### src/rtl/hdmi_timing_overlay_pkg.sv
// Shared constants and helpers for the HDMI timing generator and overlay compositor.
package hdmi_timing_overlay_pkg;

    // Overlay compositing modes; the spare encoding behaves like opaque.
    localparam logic [1:0] OVL_BYPASS = 2'd0;
    localparam logic [1:0] OVL_OPAQUE = 2'd1;
    localparam logic [1:0] OVL_KEY    = 2'd2;
    localparam logic [1:0] OVL_RSVD   = 2'd3;

    // Total length of one timing axis (pixels per line or lines per frame).
    function automatic int axis_total(input int act, input int fp, input int sync, input int bp);
        return act + fp + sync + bp;
    endfunction

    function automatic int h_total(input int act, input int fp, input int sync, input int bp);
        return axis_total(act, fp, sync, bp);
    endfunction

    function automatic int v_total(input int act, input int fp, input int sync, input int bp);
        return axis_total(act, fp, sync, bp);
    endfunction

endpackage

### src/rtl/hdmi_timing_overlay_core.sv
// video_timing_core: h/v counters, sync and data-enable decode, frame start pulse.
// The counters are exposed combinationally so the top level can decode the
// window on the same counter state; all pin-level outputs are registered.
module video_timing_core
    import hdmi_timing_overlay_pkg::*;
#(
    parameter int H_ACTIVE = 720,
    parameter int H_FP     = 16,
    parameter int H_SYNC   = 62,
    parameter int H_BP     = 60,
    parameter int V_ACTIVE = 1280,
    parameter int V_FP     = 9,
    parameter int V_SYNC   = 6,
    parameter int V_BP     = 30,
    parameter bit HS_POL   = 1'b1,
    parameter bit VS_POL   = 1'b1,
    parameter int CW       = 12
) (
    input  logic          clock,
    input  logic          reset,
    output logic [CW-1:0] h_count,
    output logic [CW-1:0] v_count,
    output logic          active,
    output logic          origin,
    output logic          de,
    output logic          hsync,
    output logic          vsync,
    output logic          frame_start
);

    localparam int H_TOTAL = h_total(H_ACTIVE, H_FP, H_SYNC, H_BP);
    localparam int V_TOTAL = v_total(V_ACTIVE, V_FP, V_SYNC, V_BP);

    localparam logic [CW-1:0] H_LAST   = CW'(H_TOTAL - 1);
    localparam logic [CW-1:0] V_LAST   = CW'(V_TOTAL - 1);
    localparam logic [CW-1:0] H_ACT    = CW'(H_ACTIVE);
    localparam logic [CW-1:0] V_ACT    = CW'(V_ACTIVE);
    localparam logic [CW-1:0] HS_START = CW'(H_ACTIVE + H_FP);
    localparam logic [CW-1:0] HS_END   = CW'(H_ACTIVE + H_FP + H_SYNC);
    localparam logic [CW-1:0] VS_START = CW'(V_ACTIVE + V_FP);
    localparam logic [CW-1:0] VS_END   = CW'(V_ACTIVE + V_FP + V_SYNC);

    logic hsync_zone;
    logic vsync_zone;

    // Raster position: line and frame wrap together at the last pixel.
    always_ff @(posedge clock) begin
        if (reset) begin
            h_count <= '0;
            v_count <= '0;
        end else if (h_count == H_LAST) begin
            h_count <= '0;
            v_count <= (v_count == V_LAST) ? '0 : v_count + 1'b1;
        end else begin
            h_count <= h_count + 1'b1;
        end
    end

    // Zone decode of the current counter state.
    always_comb begin
        active     = (h_count < H_ACT) && (v_count < V_ACT);
        origin     = (h_count == '0) && (v_count == '0);
        hsync_zone = (h_count >= HS_START) && (h_count < HS_END);
        vsync_zone = (v_count >= VS_START) && (v_count < VS_END);
    end

    // Registered pin outputs, one cycle behind the counter state.
    always_ff @(posedge clock) begin
        if (reset) begin
            de          <= 1'b0;
            hsync       <= ~HS_POL;
            vsync       <= ~VS_POL;
            frame_start <= 1'b0;
        end else begin
            de          <= active;
            hsync       <= hsync_zone ? HS_POL : ~HS_POL;
            vsync       <= vsync_zone ? VS_POL : ~VS_POL;
            frame_start <= origin;
        end
    end

endmodule

### src/rtl/hdmi_timing_overlay.sv
// HDMI timing generator with an overlay window composited onto a background.
// Stream handshake: a pixel transfers on a cycle where pixValid and pixReady
// are both high; pixReady depends only on the raster position (never on
// pixValid), so the producer may hold pixValid high and simply wait.
module hdmi_timing_overlay
    import hdmi_timing_overlay_pkg::*;
#(
    parameter int H_ACTIVE = 720,
    parameter int H_FP     = 16,
    parameter int H_SYNC   = 62,
    parameter int H_BP     = 60,
    parameter int V_ACTIVE = 1280,
    parameter int V_FP     = 9,
    parameter int V_SYNC   = 6,
    parameter int V_BP     = 30,
    parameter bit HS_POL   = 1'b1,
    parameter bit VS_POL   = 1'b1,
    parameter int CW       = 12
) (
    input  logic          clock,
    input  logic          reset,
    input  logic [23:0]   bgColour,
    input  logic [CW-1:0] ovlX,
    input  logic [CW-1:0] ovlY,
    input  logic [CW-1:0] ovlW,
    input  logic [CW-1:0] ovlH,
    input  logic [1:0]    ovlMode,
    input  logic [23:0]   keyColour,
    input  logic [23:0]   pixData,
    input  logic          pixValid,
    output logic          pixReady,
    output logic          DE,
    output logic          HSYNC,
    output logic          VSYNC,
    output logic [23:0]   data,
    output logic          frameStart,
    output logic          underflow,
    output logic [15:0]   underflowCount
);

    logic [CW-1:0] h_count;
    logic [CW-1:0] v_count;
    logic          active;
    logic          origin;

    logic [CW-1:0] shadow_x;
    logic [CW-1:0] shadow_y;
    logic [CW-1:0] shadow_w;
    logic [CW-1:0] shadow_h;
    logic [1:0]    shadow_mode;

    logic [CW:0]   x_end;
    logic [CW:0]   y_end;
    logic          in_win;
    logic          take;

    video_timing_core #(
        .H_ACTIVE (H_ACTIVE), .H_FP (H_FP), .H_SYNC (H_SYNC), .H_BP (H_BP),
        .V_ACTIVE (V_ACTIVE), .V_FP (V_FP), .V_SYNC (V_SYNC), .V_BP (V_BP),
        .HS_POL   (HS_POL),   .VS_POL (VS_POL), .CW (CW)
    ) u_timing (
        .clock       (clock),
        .reset       (reset),
        .h_count     (h_count),
        .v_count     (v_count),
        .active      (active),
        .origin      (origin),
        .de          (DE),
        .hsync       (HSYNC),
        .vsync       (VSYNC),
        .frame_start (frameStart)
    );

    // Window geometry is frozen per frame: captured only at the raster origin.
    always_ff @(posedge clock) begin
        if (reset || origin) begin
            shadow_x    <= ovlX;
            shadow_y    <= ovlY;
            shadow_w    <= ovlW;
            shadow_h    <= ovlH;
            shadow_mode <= ovlMode;
        end
    end

    // Window compare in CW+1 bits so the far edge cannot wrap; gating with
    // active clips the window to the visible area.
    always_comb begin
        x_end  = {1'b0, shadow_x} + {1'b0, shadow_w};
        y_end  = {1'b0, shadow_y} + {1'b0, shadow_h};
        in_win = active
              && (shadow_mode != OVL_BYPASS)
              && (shadow_w != '0) && (shadow_h != '0)
              && ({1'b0, h_count} >= {1'b0, shadow_x}) && ({1'b0, h_count} < x_end)
              && ({1'b0, v_count} >= {1'b0, shadow_y}) && ({1'b0, v_count} < y_end);
        pixReady = in_win && !reset;
        take     = pixReady && pixValid;
    end

    // Output colour: blank, background, or overlay pixel (key colour shows background).
    always_ff @(posedge clock) begin
        if (reset) begin
            data <= '0;
        end else if (!active) begin
            data <= '0;
        end else if (!take) begin
            data <= bgColour;
        end else if ((shadow_mode == OVL_KEY) && (pixData == keyColour)) begin
            data <= bgColour;
        end else begin
            data <= pixData;
        end
    end

    // Sticky starvation flag and saturating count of starved window pixels.
    always_ff @(posedge clock) begin
        if (reset) begin
            underflow      <= 1'b0;
            underflowCount <= '0;
        end else if (in_win && !pixValid) begin
            underflow <= 1'b1;
            if (underflowCount != 16'hFFFF) begin
                underflowCount <= underflowCount + 16'd1;
            end
        end
    end

endmodule

### config.mk
export PLATFORM = sky130hd
export DESIGN_NAME = hdmi_timing_overlay
export DESIGN_NICKNAME = d
export VERILOG_FILES = /design/src/rtl/hdmi_timing_overlay_pkg.sv /design/src/rtl/hdmi_timing_overlay_core.sv /design/src/rtl/hdmi_timing_overlay.sv
export SDC_FILE = /design/constraint.sdc
export NUM_CORES = 1
export LEC_CHECK = 0
export ABC_AREA = 1
export ABC_CLOCK_PERIOD_IN_PS = 4200
export CAP_MARGIN = 5
export CORE_UTILIZATION = 53
export CTS_BUF_LIST = sky130_fd_sc_hd__clkbuf_8
export CTS_CLUSTER_DIAMETER = 50
export DETAILED_ROUTE_END_ITERATION = 10
export PLACE_DENSITY = 0.9
export SYNTH_ARGS = -nofsm -noshare
export SYNTH_HDL_FRONTEND = slang
export SYNTH_SLANG_ARGS = --single-unit
### constraint.sdc
create_clock -name clock -period 4.2 [get_ports clock]
set_input_delay 0.84 -clock clock [delete_from_list [all_inputs] [get_ports clock]]
set_output_delay 0.84 -clock clock [all_outputs]
set_load 0.01 [all_outputs]
==> results of run 1 <==
==> critical path: cells and delay by family (launching register included) <==
kind,cells,cell delay (ps)
xor+xnor,1,140
compound gates,3,420
fa+ha+maj,2,680
flops,1,420
buf+inv,1,150
simple gates,11,1180
==> metal layers <==
layer	GRT usage, %	vias to the layer above	routed length (um)
met3	7.43	36	1230
met5	0	-	0
met4	7.87	0	330
li1	-	3956	-
met2	46.2	220	9920
met1	29.7	3497	8370
==> power groups by stage <==
| stage | clock, mW | sequential, mW | combinational [mW] |
|---|---|---|---|
| after floorplan | 0 | 1.34 | 0.421 |
| after global placement | 0 | 1.34 | 0.670 |
| after detailed placement | 0 | 1.34 | 0.691 |
| after CTS | 1.03 | 1.31 | 0.710 |
| after global routing | 1.08 | 1.32 | 0.822 |
| final | 1.01 | 1.31 | 0.732 |
==> state kept, by name (all words and copies together), names as in the netlist <==
| signal | cells |
|---|---|
| shadow_mode | 2 |
| underflow | 1 |
| shadow_w | 12 |
| u_timing.frame_start | 1 |
| u_timing.de | 1 |
| u_timing.v_count | 12 |
| shadow_x | 12 |
| u_timing.h_count | 12 |
| shadow_h | 12 |
| shadow_y | 12 |
| underflowCount | 16 |
| data | 24 |
| u_timing.vsync | 1 |
| u_timing.hsync | 1 |
==> through the flow <==
stage               cells  TNS, ps
floorplan            1098        0
global placement     1446        0
detailed placement   1446     -114
CTS                  1492     -155
global route         1495     -397
finish               1495    -95.6
==> cell type report <==
cell class | count | area share (%)
inverters | 183 | 6.59
multi-input cells | 779 | 41.5
well taps | 184 | 2.21
repair buffers | 198 | 18.4
clock buffers | 17 | 2.25
flip-flops and latches | 119 | 27.7
clock inverters | 15 | 1.38
==> worst paths after layout <==
check / slack (ps) / start / cells after the start / to
max reg2reg: 330 / shadow_w[0]$_DFFE_PP_ / 31 / underflowCount[15]$_SDFFE_PP0P_
max: -100 / shadow_x[6]$_DFFE_PP_ / 18 / pixReady
min reg2reg: 480 / u_timing.h_count[0]$_SDFF_PP0_ / 1 / u_timing.h_count[0]$_SDFF_PP0_
min: 480 / u_timing.h_count[0]$_SDFF_PP0_ / 1 / u_timing.h_count[0]$_SDFF_PP0_
==> placed cells by master, fill, tap and decap left out, types with 36 or more instances in the layout <==
master	n
o21ai_0	36
nand2_1	255
a21oi_1	44
nor2_1	176
nand4_1	47
inv_1	173
edfxtp_1	50
dfxtp_1	69
clkdlybuf4s50_1	169
ha_1	77
==> what timing repair did <==
item / CTS / global route
endpoints found under the setup margin: 1 / 36
gates resized for setup: 14 / 9
pin swaps: 9 / 14
buffers inserted: 14 / 5
gates cloned: 0 / 2
==> logic make-up (layout without fill, tap and decap cells) <==
logic type	Yosys count	after routing
and+or+nand+nor	554	555
buffers and inverters	201	413
DFF	119	119
AOI/OAI and AO/OA	109	109
adders and majority gates	80	80
xor gates and xnor gates	35	35
==> results.py, run 1 <==
metrics = {
    "pwr": {
        "seq_power_share_pct": 43.0,
        "peakVddDrop_mv": 0.249,
        "power_per_cell_area_nw_per_um2": 293,
        "p_sw_uw": 949,
        "p_comb_share_pct": 24.0,
        "power_switching_share_pct": 31.1,
        "total_power_mw": 3.05,
        "leakage_nw": 5.09,
        "intPower_mw": 2.10,
        "power_frac_clock_pct": 33.0,
    },
    "cts": {
        "clock_sinks": 119,
        "cts_tree": "yes",
        "clk_latency_ps": 460,
        "cts_hold_buffers": 0,
        "numCtsBuffers": 17,
        "clock_path_buffers": 2,
        "h-tree-depth": 4,
        "clk_pin_slew_ps": 90,
        "cts_root_buf": "clkbuf_8",
    },
    "die": {
        "initial_utilization_pct": 54.3,
        "die-width_um": 124,
        "rows": 44,
        "num_io_pins": 171,
        "dieArea_um2": 15400,
        "core_um2": 14600,
        "die_y_um": 124,
    },
    "finish": {
        "final_area_um2": 10400,
        "fin_util_pct": 71.4,
        "fill_cells": 1117,
        "multi_input_area_um2": 4330,
        "seq_area_um2": 2880,
        "drive_gt1_share_pct": 6.71,
        "area_growth_pct": 31.5,
        "num-nets-final": 1503,
        "antenna_cells": 0,
    },
    "logic_synthesis": {
        "yosysTopAreaCell": "edfxtp_1",
        "synth_cell_types": 42,
        "yosys-mux-area-fraction_pct": 0,
        "synthFlopType": "dfxtp_1",
        "synth_top_area_share_pct": 18.9,
        "ys_top_cells_by_area": "edfxtp_1, dfxtp_1, ha_1, nand2_1, nor2_1",
        "yosysWarnings": 0,
        "synth_xor_area_share_pct": 3.87,
        "synth_compound_area_share_pct": 7.61,
        "synth_adder_area_share_pct": 12.8,
        "ys_async_sr_fraction_pct": 0,
        "avgSynthCellArea_um2": 7.22,
        "synth_top_family_by_area": "simple AND/OR/NAND/NOR gates",
        "netlist_area_um2": 7930,
        "postSynthCellCount": 1098,
        "synth_common_cells": "nand2_1, nor2_1, inv_1",
        "synth-edff-count": 50,
        "ys_seq_area_share_pct": 36.4,
        "synth.most_common_cell": "nand2_1",
        "syn-num-nets": 1303,
        "synth_simple_gate_area_share_pct": 29.5,
        "ys_ff_latch": 119,
    },
    "sta": {
        "drv_slew": 0,
        "setup_viol": 1,
        "tightest_slew_ps": 609,
        "finalHoldViolCount": 0,
        "rsz0062_at_grt": "yes",
        "layout_setup_ws_ps": -95.6,
        "period_minus_slack_ps": 4300,
        "whs_ps": 484,
        "clock_skew_ps": 15.3,
        "post-route-period-util_pct": 102,
        "relSlewSlack_pct": 58.3,
        "fmax_mhz": 233,
    },
    "worst_setup_path": {
        "crit_chain": "ha_1 > nand2_1 > nor3_1 > a21oi_2 > o21ai_1 > a21oi_1 > nor2_1 > nor2_1 > xor2_1 > ha_1 > nand3_1 > nor3_1 > nand4_1 > nand2_2 > nor3_4 > nand2_2 > nor2_1 > buf_2",
        "end_kind": "primary output",
        "start_kind": "flop",
        "cpPeakStageDelay_ps": 420,
        "cp.required_ps": 3360,
        "worstPathArrival_ps": 3460,
        "timing.critical_path.mode_cell": "nor2_1",
        "crit_type": "reg -> out",
        "critPathMaxFanout": 4,
        "crit_slowest_cell": "edfxtp_1",
    },
    "outcome": {
        "status": "complete, but fails checks",
        "violations": "setup timing",
    },
    "detailed_routing": {
        "num_vias": 7709,
        "first_pass_iters": 5,
        "antenna_left": 0,
        "first_iter_violations": 455,
        "vias_per_cell": 5.16,
        "drc": 0,
        "routed_wl_mm": 19.8,
        "wl_per_cell_um": 13.3,
    },
    "placed_design": {
        "dpl_cell_area_um2": 9860,
        "port_buffers": 170,
        "gp_congestion": 0.950,
        "dpl.hpwl_mm": 14.7,
        "dp_slack_ps": -114,
    },
    "global_routing": {
        "grt_max_degree": 46,
        "gr-total-overflow": 0,
        "grt_pass1_wl_mm": 32.6,
        "grt_pass1_vias": 7272,
        "antenna_found_initial": 0,
        "gr-usage-all-layers_pct": 25.9,
    },
    "min_path": {
        "hold_class": "reg -> reg",
    },
    "job": {
        "maxCapViolations": 0,
    },
}
No activity file was read; power rests on OpenSTA's default activity.
==> run 2, diff against run 1 <==
--- a/config.mk
+++ b/config.mk
@@ -8,11 +8,13 @@
 export ABC_AREA = 1
 export ABC_CLOCK_PERIOD_IN_PS = 4200
 export CAP_MARGIN = 5
+export CORE_MARGIN = 2
 export CORE_UTILIZATION = 53
 export CTS_BUF_LIST = sky130_fd_sc_hd__clkbuf_8
 export CTS_CLUSTER_DIAMETER = 50
 export DETAILED_ROUTE_END_ITERATION = 10
-export PLACE_DENSITY = 0.9
+export PLACE_DENSITY = 0.83
+export SLEW_MARGIN = 20
 export SYNTH_ARGS = -nofsm -noshare
 export SYNTH_HDL_FRONTEND = slang
 export SYNTH_SLANG_ARGS = --single-unit
==> results.py, run 2 (synthesis results as in run 1) <==
metrics = {
    "outcome": {
        "status": "complete, but fails checks",
        "violations": "setup timing",
    },
    "detailed_routing": {
        "routed_wl_mm": 19.7,
        "drc": 0,
        "wl_per_cell_um": 13.2,
        "antenna_left": 0,
        "first_pass_iters": 5,
        "first_iter_violations": 477,
        "num_vias": 7560,
        "vias_per_cell": 5.07,
    },
    "sta": {
        "rsz0062_at_grt": "yes",
        "setup_tns_ps": -4.95,
        "fmax_mhz": 238,
        "relSlewSlack_pct": 56.0,
        "period_minus_slack_ps": 4200,
        "clock_skew_ps": 16.8,
        "post-route-period-util_pct": 100,
        "finalHoldViolCount": 0,
        "tightest_slew_ps": 656,
        "drv_slew": 0,
        "setup_viol": 1,
        "whs_ps": 471,
        "layout_setup_ws_ps": -4.95,
    },
    "placed_design": {
        "dp.cells": 1445,
        "port_buffers": 170,
        "dp_slack_ps": -79.0,
        "dpl_cell_area_um2": 9870,
        "dpl.hpwl_mm": 14.8,
        "gp_congestion": 0.912,
    },
    "pwr": {
        "power_per_cell_area_nw_per_um2": 301,
        "total_power_mw": 3.15,
        "peakVddDrop_mv": 0.222,
        "leakage_nw": 5.13,
    },
    "global_routing": {
        "grt_pass1_wl_mm": 32.3,
        "antenna_found_initial": 0,
        "met2_usage_pct": 42.7,
        "grt_max_degree": 46,
        "grt_pass1_vias": 7247,
        "gr-usage-all-layers_pct": 24.6,
        "gr-total-overflow": 0,
        "met1_usage_pct": 29.4,
        "grt_use_met3_pct": 6.97,
        "busiest_layer": "met2",
    },
    "min_path": {
        "hold_class": "reg -> reg",
        "hold_depth": 1,
        "min_from": "u_timing.h_count[0]$_SDFF_PP0_",
        "whs_endpoint": "u_timing.h_count[0]$_SDFF_PP0_",
    },
    "finish": {
        "multi_input_area_um2": 4340,
        "num-nets-final": 1500,
        "seq_area_um2": 2880,
        "reg_top3": "data (24), underflowCount (16)",
        "layout_common_cells": "nand2_1, nor2_1, inv_1",
        "instances_no_fill": 1492,
        "largest_reg_flops": 24,
        "fin_util_pct": 71.8,
        "final_common_cell": "nand2_1",
        "antenna_cells": 0,
        "largest_register": "data",
        "area_growth_pct": 32.2,
        "drive_gt1_share_pct": 6.35,
        "final_area_um2": 10500,
        "fill_cells": 1172,
    },
    "worst_setup_path": {
        "crit_type": "reg -> out",
        "worstReg2RegStart": "shadow_w[0]$_DFFE_PP_",
        "end_kind": "primary output",
        "start_kind": "flop",
        "timing.rr.end": "underflowCount[11]$_SDFFE_PP0P_",
        "critPathMaxFanout": 4,
        "cp.required_ps": 3360,
        "reg2reg_slack_ps": 240,
        "worstPathArrival_ps": 3360,
        "worst-r2r-cell-count": 32,
    },
    "cts": {
        "cts_tree": "yes",
        "clock_sinks": 119,
        "numCtsBuffers": 17,
        "cts_root_buf": "clkbuf_8",
        "clock_path_buffers": 2,
        "clk_latency_ps": 440,
        "clk_pin_slew_ps": 70,
        "h-tree-depth": 4,
    },
    "die": {
        "dieArea_um2": 15900,
        "core_um2": 14600,
        "die-width_um": 126,
        "rows": 44,
        "initial_utilization_pct": 54.3,
        "die_y_um": 126,
        "num_io_pins": 171,
    },
    "job": {
        "maxCapViolations": 0,
    },
}
-- run 2: changes by cell type in the layout (fill, tap and decap cells not counted), moves of 3 or more --
cell        previous run  this run
buf_4                 26        20
bufinv_16              1         4
clkinv_1               3         6
clkinv_2               1         5
clkinv_4               3         0
clkinvlp_4             4         0
inv_6                  6         0
-- run 2: critical path, cell delays in order (launching register included) --
cell and delay [ps]:
edfxtp_1 410, ha_1 380, inv_1 80, nor3_1 230
a21oi_2 110, o21ai_1 190, a21oi_1 100, nor2_1 100
nor2_1 60, xor2_1 140, ha_1 300, nand3_1 80
nor3_1 130, nand4_1 170, nand2_2 130, nor3_4 40
nand2_1 90, nor2_1 40, buf_2 160
-- run 2: worst max path at each step --
stage | slack, ps | startpoint | endpoint | depth (start not counted)
finish | -5 | shadow_x[4]$_DFFE_PP_ | pixReady | 18
global route | -310 | shadow_x[0]$_DFFE_PP_ | pixReady | 23
CTS | -60 | shadow_w[0]$_DFFE_PP_ | pixReady | 23
detailed placement | -80 | shadow_w[0]$_DFFE_PP_ | pixReady | 23
global placement | 20 | shadow_x[0]$_DFFE_PP_ | pixReady | 23
floorplan | 550 | shadow_x[0]$_DFFE_PP_ | pixReady | 22
-- run 2: layout make-up --
| cell class | count | share of cell area [%] |
|---|---|---|
| tap | 184 | 2.20 |
| inverter | 183 | 6.56 |
| timing repair buffer | 195 | 18.2 |
| clock inverter | 13 | 1.53 |
| clock buffer | 19 | 2.50 |
| multi-input combinational | 779 | 41.5 |
| sequential | 119 | 27.5 |
-- run 2: where the power goes --
part	leakage (nW)	switching [mW]	total, mW	internal [mW]
Clock	0.223	0.452	1.12	0.664
Combinational	3.83	0.374	0.725	0.350
Sequential	1.07	0.0357	1.31	1.28
-- run 2: per-layer routing --
| metal | routed length [um] | part of all wire (%) | vias to the layer above |
|---|---|---|---|
| met2 | 9800 | 50 | 223 |
| met3 | 1210 | 6.1 | 34 |
| met4 | 383 | 1.9 | 0 |
| li1 | - | - | 3934 |
| met1 | 8330 | 42 | 3369 |
| met5 | 0 | 0 | - |
-- run 2: timing repair --
item                                    CTS  global route
endpoints found under the setup margin    1            36
pin swaps                                 7             4
hold buffers                              0             0
cloned                                    0             2
gates resized for setup                  14            12
setup buffers                            15             1
==> run 3, diff against run 2 <==
--- a/config.mk
+++ b/config.mk
@@ -9,7 +9,7 @@
 export ABC_CLOCK_PERIOD_IN_PS = 4200
 export CAP_MARGIN = 5
 export CORE_MARGIN = 2
-export CORE_UTILIZATION = 53
+export CORE_UTILIZATION = 54
 export CTS_BUF_LIST = sky130_fd_sc_hd__clkbuf_8
 export CTS_CLUSTER_DIAMETER = 50
 export DETAILED_ROUTE_END_ITERATION = 10
@@ -17,4 +17,5 @@
 export SLEW_MARGIN = 20
 export SYNTH_ARGS = -nofsm -noshare
 export SYNTH_HDL_FRONTEND = slang
+export SYNTH_HIERARCHICAL = 1
 export SYNTH_SLANG_ARGS = --single-unit
==> results.py, run 3 <==
metrics = {
    "outcome": {
        "status": "complete, no violations",
    },
    "die": {
        "die-width_um": 129,
        "initial_utilization_pct": 55.1,
        "rows": 45,
        "dieArea_um2": 16500,
        "core_um2": 15200,
        "num_io_pins": 171,
        "die_y_um": 129,
    },
    "sta": {
        "layout_setup_ws_ps": 81.0,
        "finalHoldViolCount": 0,
        "period_minus_slack_ps": 4120,
        "rsz0062_at_grt": "yes",
        "tightest_slew_ps": 867,
        "setup_viol": 0,
        "clock_skew_ps": 10.6,
        "post-route-period-util_pct": 98.1,
        "relSlewSlack_pct": 42.1,
        "drv_slew": 0,
        "fmax_mhz": 243,
    },
    "pwr": {
        "leakage_nw": 5.11,
        "power_frac_clock_pct": 32.9,
        "p_sw_uw": 978,
        "peakVddDrop_mv": 0.228,
        "power_switching_share_pct": 31.7,
        "total_power_mw": 3.09,
        "seq_power_share_pct": 42.6,
        "intPower_mw": 2.11,
        "p_comb_share_pct": 24.5,
        "power_per_cell_area_nw_per_um2": 287,
    },
    "logic_synthesis": {
        "syn-num-nets": 1393,
        "avgSynthCellArea_um2": 7.05,
        "netlist_area_um2": 8380,
        "synth_top_area_share_pct": 17.9,
        "synth_common_cells": "nand2_1, nor2_1, inv_1",
        "synth.most_common_cell": "nand2_1",
        "synth_cell_types": 41,
        "yosysWarnings": 6,
        "ys_seq_area_share_pct": 34.4,
        "postSynthCellCount": 1188,
        "synth-edff-count": 50,
        "ys_async_sr_fraction_pct": 0,
        "ys_ff_latch": 119,
        "ys_top_cells_by_area": "edfxtp_1, dfxtp_1, nand2_1, ha_1, nor2_1",
        "yosysTopAreaCell": "edfxtp_1",
        "synthFlopType": "dfxtp_1",
    },
    "min_path": {
        "hold_depth": 2,
        "hold_class": "reg -> reg",
    },
    "global_routing": {
        "grt_pass1_wl_mm": 36.4,
        "busiest_layer": "met2",
        "grt_max_degree": 49,
        "gr-usage-all-layers_pct": 27.7,
        "antenna_found_initial": 0,
        "met1_usage_pct": 33.4,
        "gr-total-overflow": 0,
        "grt_use_met3_pct": 7.82,
        "met2_usage_pct": 47.0,
        "grt_pass1_vias": 7846,
    },
    "cts": {
        "clock_path_buffers": 2,
        "clk_latency_ps": 450,
        "cts_tree": "yes",
        "cts_hold_buffers": 0,
        "h-tree-depth": 4,
        "clk_pin_slew_ps": 80,
        "numCtsBuffers": 17,
        "cts_root_buf": "clkbuf_8",
        "clock_sinks": 119,
    },
    "finish": {
        "antenna_cells": 0,
        "instances_no_fill": 1575,
        "fin_util_pct": 70.8,
        "largest_reg_flops": 24,
        "layout_common_cells": "nand2_1, nor2_1, inv_1",
        "final_common_cell": "nand2_1",
        "area_growth_pct": 28.5,
        "drive_gt1_share_pct": 6.42,
        "final_area_um2": 10800,
        "largest_register": "data",
        "reg_top3": "data (24), underflowCount (16)",
        "num-nets-final": 1579,
    },
    "placed_design": {
        "port_buffers": 170,
        "dpl.hpwl_mm": 17.1,
        "gp_congestion": 0.878,
        "dpl_cell_area_um2": 10300,
        "dp_slack_ps": -2.87,
        "dp.cells": 1538,
    },
    "detailed_routing": {
        "vias_per_cell": 5.26,
        "drc": 0,
        "num_vias": 8284,
        "first_pass_iters": 6,
        "antenna_left": 0,
        "first_iter_violations": 576,
        "wl_per_cell_um": 14.2,
        "routed_wl_mm": 22.4,
    },
    "worst_setup_path": {
        "worstPathArrival_ps": 3280,
        "worst-r2r-cell-count": 22,
        "crit_type": "reg -> out",
        "cp.required_ps": 3360,
        "start_kind": "flop",
        "end_kind": "primary output",
        "critPathMaxFanout": 4,
    },
    "job": {
        "maxCapViolations": 0,
    },
}
==> run 3: changes by cell type after synthesis, sizes merged, moves of 8 or more <==
cell | before | now
clkbuf | 11 | 3
nand3 | 30 | 76
nor2 | 179 | 193
o21ai | 39 | 21
nand2 | 262 | 301
buf | 7 | 18
==> run 3: cell type report <==
cell class	count	area, um^2
Clock buffer	17	234
Clock inverter	15	146
Fill cell	1235	4440
Inverter	187	704
Multi-Input combinational cell	861	4710
Sequential cell	119	2880
Tap cell	188	235
Timing Repair Buffer	188	1840
==> run 3: power groups by stage <==
stage / Combinational [mW] / Clock (mW) / Sequential [mW]
global route: 0.846 / 1.08 / 1.32
floorplan: 0.436 / 0 / 1.34
finish: 0.756 / 1.02 / 1.31
CTS: 0.742 / 1.04 / 1.31
global placement: 0.695 / 0 / 1.33
detailed placement: 0.722 / 0 / 1.34
==> run 3: worst max-delay path: stages, from the launching register on <==
cell and delay (ps):
edfxtp_1 420, ha_1 370, inv_1 100, nor3_1 240, a21oi_2 120, o21ai_2 160, a21oi_1 100, nor2_1 100
nor2_1 50, xor2_1 140, ha_1 300, nand3_1 90, nor3_1 140, nand4_1 150, nand4_1 160, nor3_2 60
buf_2 140
==> run 3: metrics by stage <==
step | TNS [ps] | hold WS (ps)
CTS | 0 | 476
detailed placement | -2.87 | 443
global placement | 0 | 441
global route | -177 | 497
floorplan | 0 | 467
finish | 0 | 465
==> run 3: final timing paths <==
| check | start | to | slack, ps |
|---|---|---|---|
| worst min-delay path | underflow$_SDFFE_PP0P_ | underflow$_SDFFE_PP0P_ | 460 |
| worst max register to register | shadow_x[4]$_DFFE_PP_ | underflowCount[0]$_SDFFE_PP0P_ | 520 |
| worst min register to register | underflow$_SDFFE_PP0P_ | underflow$_SDFFE_PP0P_ | 460 |
| worst max-delay path | shadow_x[4]$_DFFE_PP_ | pixReady | 80 |
==> run 3: logic make-up (layout without fill, tap and decap cells) <==
kind of cell,after synthesis,count (layout),share of synthesized area [%]
AOI/OAI and AO/OA,83,83,5.36
xor gates and xnor gates,38,38,3.97
adders and majority gates,80,80,12.1
buffers and inverters,208,407,9.99
DFF,119,119,34.4
and+or+nand+nor,660,660,34.1
==> run 3: per-layer routing <==
layer	vias to the layer above	part of all wire, %	wire, um
met1	3758	42	9460
met5	-	0	0
li1	4196	-	-
met2	283	47	10600
met3	47	7.3	1640
met4	0	3.0	665
==> run 3: repair_timing <==
| action | in CTS | in global routing |
|---|---|---|
| setup buffers | 2 | 3 |
| resized for setup | 12 | 6 |
| gates cloned | 0 | 0 |
| setup endpoints to repair | 1 | 1 |
| pin swaps | 2 | 12 |
==> patch 1, RTL diff (settings of run 1) <==
`HS_POL` is set to 1'b1 in 2 places; all go to 1'b0.
--- a/src/rtl/hdmi_timing_overlay_core.sv
+++ b/src/rtl/hdmi_timing_overlay_core.sv
@@ -12,7 +12,7 @@
     parameter int V_FP     = 9,
     parameter int V_SYNC   = 6,
     parameter int V_BP     = 30,
-    parameter bit HS_POL   = 1'b1,
+    parameter bit HS_POL   = 1'b0,
     parameter bit VS_POL   = 1'b1,
     parameter int CW       = 12
 ) (
--- a/src/rtl/hdmi_timing_overlay.sv
+++ b/src/rtl/hdmi_timing_overlay.sv
@@ -13,7 +13,7 @@
     parameter int V_FP     = 9,
     parameter int V_SYNC   = 6,
     parameter int V_BP     = 30,
-    parameter bit HS_POL   = 1'b1,
+    parameter bit HS_POL   = 1'b0,
     parameter bit VS_POL   = 1'b1,
     parameter int CW       = 12
 ) (
Behaviour: not the same (a bounded check fails within 4 cycles, from zero or initial values and one cycle with reset high).
==> patch 1 against run 1 <==
Routed wire length up 2.0%; total power up 6.5%; design area decreased by 0.11%; fmax barely moved; largest power group unchanged; sequential cell count stayed put; synthesized cell count shrank 0.18%; the run still ends with negative setup slack left; worst setup slack improved by 0.0015 ns; non-clock buffer count fell by 12; area after synthesis is essentially flat; sequential share of layout area about the same.
==> patch 1: results (changes against run 1) <==
status: "complete, but fails checks"
drive_gt1_share_pct: 5.70  # -1.0 points
critical-path-max-stage-delay_ns: 0.38  # -0.04 ns
fin_skew_ns: 0.0183  # +0.00300 ns
gr-usage-met1_pct: 30.6  # +0.96 points
drtIter0Drc: 456  # +0.22%
grt_max_degree: 47  # +2.2%
placed_area_um2: 9850  # -0.13%
grt_pass1_vias: 7313  # +0.56%
finalPower_w: 0.00325  # +6.5%
nFillCells: 1147  # +2.7%
p_sw_w: 0.000918  # -3.3%
worstMarginPinSlew_ns: 1.09  # +0.477 ns
r2r_cells: 25  # -19%
path_depth: 23  # +5
p_clk_w: 0.00119  # +18%
grtUsageMet2_pct: 46.2  # about the same
tns_ns: -0.0941  # +0.00152 ns
met3WireLength_um: 1190  # -3.6%
routed-wl-met2_um: 10100  # +2.2%
wl_met1_um: 8390  # +0.31%
failed_checks: "negative setup slack"
setup_ws_ns: -0.0941  # +0.00152 ns
clock_path_buffers: 2  # unchanged
setup_violations: 1  # unchanged
startpoint: "shadow_x[0]$_DFFE_PP_"
final_area_um2: 10400  # -0.11%
synth-seq-area-share_pct: 36.4  # about the same
cts_buffers: 17  # unchanged
place_congestion: 0.897  # -5.5%
synth_fp_nets: 1301  # -0.15%
dp_cells: 1442  # -0.28%
instances_no_fill: 1482  # -0.87%
synthDistinctLibCells: 43  # +2.4%
ir_drop_mv: 0.257  # +3.0%
cts_resized: 5  # -9
syn_avg_cell_area_um2: 7.22  # about the same
ys_warn_count: 0  # unchanged
post_drt_wl_per_cell_um: 13.7  # +2.9%
dp_hpwl_um: 15000  # +2.2%
path_max_fanout: 3  # -1
dp_slack_ns: -0.00410  # +0.110 ns
yosys-top-cells-area: "edfxtp_1, dfxtp_1, ha_1"
p_leak_nw: 5.07  # -0.39%
grt_use_met3_pct: 5.65  # -1.8 points
grt_pass1_wl_um: 33000  # +1.2%
via_count: 7689  # -0.26%
yosys-top-cells-count: "nand2_1, inv_1, nor2_1, ha_1, dfxtp_1"
arrival_ns: 3.45  # about the same
regToRegEndpoint: "data[18]$_SDFF_PP0_"
track_usage_pct: 26.2  # +0.33 points
==> patch 1: cell types whose count changed in the layout (fill, tap and decap cells not counted), moves of 3 or more <==
cell / run 1 / this run
buf_4: 26 / 15
bufinv_16: 1 / 5
inv_1: 173 / 176
inv_6: 6 / 0
==> patch 1: cells by family after synthesis <==
logic type,share of synthesized area [%]
adders and majority gates,12.8
AOI/OAI and AO/OA,7.68
and+or+nand+nor,29.4
DFF,36.4
buffers and inverters,9.81
xor gates and xnor gates,3.87
==> patch 1: final cells by class <==
cell class | count | area (µm²) | area share, %
Multi-Input combinational cell | 777 | 4330 | 41.6
Sequential cell | 119 | 2880 | 27.7
Timing Repair Buffer | 186 | 1830 | 17.6
Inverter | 184 | 691 | 6.64
Clock buffer | 17 | 234 | 2.25
Tap cell | 184 | 230 | 2.21
Clock inverter | 15 | 214 | 2.06
==> patch 2, RTL diff (settings of run 1) <==
Made on the original files. Register the output `VSYNC`, with the module's reset; this adds one clock of latency there. The other outputs are not delayed to match.
--- a/src/rtl/hdmi_timing_overlay.sv
+++ b/src/rtl/hdmi_timing_overlay.sv
@@ -38,6 +38,8 @@
     output logic [15:0]   underflowCount
 );
 
+    logic VSYNC_d;
+
     logic [CW-1:0] h_count;
     logic [CW-1:0] v_count;
     logic          active;
@@ -67,7 +69,7 @@
         .origin      (origin),
         .de          (DE),
         .hsync       (HSYNC),
-        .vsync       (VSYNC),
+        .vsync       (VSYNC_d),
         .frame_start (frameStart)
     );
 
@@ -124,5 +126,13 @@
         end
     end
 
+    always_ff @(posedge clock) begin
+        if (reset) begin
+            VSYNC <= '0;
+        end else begin
+            VSYNC <= VSYNC_d;
+        end
+    end
+
 endmodule
 
Formal check against the unedited RTL: same outputs for any inputs over 4 cycles, from zero or initial values and one cycle with reset high; that may be too few to reach the edited logic, so the function may still have changed.
==> patch 2 against run 1 <==
Synthesized cell count grew 0.27%; register-to-register slack lost 0.10 ns; clock power grew 13%; die area grew 0.42%; total power grew 5.9%; routed wire length grew 5.6%; highest routed layer unchanged; area after synthesis grew 0.43%; sequential cell count grew 1; fmax shrank 2.6%; worst setup slack lost 0.11 ns; design area grew 0.90%; largest power group unchanged; utilization grew 0.64 points; the flow still finishes with violations (negative setup slack).
==> patch 2: results (changes against run 1) <==
place_congestion: 0.895  # -5.8%
fin_skew_ns: 0.0153  # +0.0000168 ns
ir_drop_mv: 0.307  # +23%
drtIter0Drc: 461  # +1.3%
failed_checks: "negative setup slack"
synth-compound-area-share_pct: 7.44  # -0.17 points
dp_hpwl_um: 15200  # +3.4%
track_usage_pct: 26.8  # +0.86 points
yosys-top-cells-count: "nand2_1, nor2_1, inv_1, ha_1, dfxtp_1"
synthAdderAreaFrac_pct: 12.8  # -0.054 points
largestRegisters: "data: 24 flops, underflowCount: 16 flops"
synth_fp_nets: 1306  # +0.23%
status: "complete, but fails checks"
synth-seq-area-share_pct: 36.5  # +0.097 points
synthMuxAreaShare_pct: 0  # unchanged
worstMarginPinSlew_ns: 0.656  # +0.0470 ns
setup_violations: 1  # unchanged
p_leak_nw: 5.08  # -0.26%
placed_area_um2: 9890  # +0.34%
post_drt_wl_per_cell_um: 14.0  # +5.6%
yosys-top-cells-area: "edfxtp_1, dfxtp_1, ha_1"
setup_ws_ns: -0.211  # -0.115 ns
drive_gt1_share_pct: 7.09  # +0.38 points
grt_pass1_wl_um: 33600  # +2.9%
r2r_setup_slack_ns: 0.23  # -0.10 ns
regToRegEndpoint: "underflowCount[9]$_SDFFE_PP0P_"
arrival_ns: 3.57  # +0.11 ns
grt_max_degree: 47  # +2.2%
antenna_found_initial: 0  # unchanged
synth-xor-area-share_pct: 3.85  # -0.016 points
r2r_cells: 30  # -3.2%
grt_pass1_vias: 7582  # +4.3%
patch 2: stage by stage:
stage          TNS [ns]  worst slack, ns  util (%)  std cells  hold WS [ns]
4_1_cts          -0.677           -0.170      71.8       1496         0.423
3_3_place_gp          0           0.0206      67.8       1447         0.396
2_1_floorplan         0            0.548         -       1101         0.388
6_report         -0.211           -0.211      72.1       1495         0.427
5_1_grt          -0.433           -0.433      72.1       1495         0.479
3_5_place_dp     -0.128           -0.128      67.8       1447         0.402
patch 2: area by class of cell:
cell class | count | area [µm²]
Multi-Input combinational cell | 785 | 4390
Fill cell | 1066 | 4080
Sequential cell | 120 | 2900
Timing Repair Buffer | 195 | 1900
Inverter | 179 | 672
Clock buffer | 17 | 234
Tap cell | 184 | 230
Clock inverter | 15 | 189
patch 2: critical path: stages (launching register included):
cell and delay [ns]:
edfxtp_1 0.38, ha_2 0.20, inv_2 0.05, fa_2 0.37
inv_2 0.09, nand2_4 0.06, a21oi_4 0.20, a31oi_2 0.12
xor2_1 0.15, ha_1 0.31, buf_4 0.11, buf_4 0.10
nand3_1 0.09, nor3_1 0.21, nand4_1 0.19, nand2_2 0.13
nor3_4 0.04, nand2_2 0.11, nor2_1 0.04, buf_2 0.16
patch 2: timing repair:
item,in CTS,in global routing
setup endpoints to repair,1,36
resized for setup,20,8
buffers inserted,17,2
cloned,0,2
pin swaps,7,14
patch 2: how the worst min path moves through the flow:
| stage | from | end | slack (ns) | depth (start not counted) |
|---|---|---|---|---|
| finish | u_timing.vsync$_SDFF_PP0_ | VSYNC$_SDFF_PP0_ | 0.43 | 2 |
| global route | u_timing.vsync$_SDFF_PP0_ | VSYNC$_SDFF_PP0_ | 0.48 | 2 |
| CTS | u_timing.vsync$_SDFF_PP0_ | VSYNC$_SDFF_PP0_ | 0.42 | 2 |
| floorplan | u_timing.vsync$_SDFF_PP0_ | VSYNC$_SDFF_PP0_ | 0.39 | 2 |
| global placement | u_timing.vsync$_SDFF_PP0_ | VSYNC$_SDFF_PP0_ | 0.40 | 2 |
| detailed placement | u_timing.vsync$_SDFF_PP0_ | VSYNC$_SDFF_PP0_ | 0.40 | 2 |
patch 2: power breakdown:
part | internal (W) | switching [W]
clock network | 0.000600 | 0.000540
registers | 0.00129 | 0.0000372
logic | 0.000364 | 0.000404
patch 2: routing by layer:
metal / global-route usage [%] / vias to the layer above / routed length (µm)
li1: - / 3965 / -
met1: 29.3 / 3600 / 8440
met2: 47.6 / 291 / 10400
met3: 7.26 / 67 / 1320
met4: 12.6 / 0 / 743
met5: 0 / - / 0
patch 2: logic make-up (layout without fill, tap and decap cells):
group / after synthesis / in the layout
and+or+nand+nor: 561 / 562
buffers and inverters: 197 / 406
DFF: 120 / 120
AOI/OAI and AO/OA: 108 / 108
adders and majority gates: 80 / 80
xor gates and xnor gates: 35 / 35
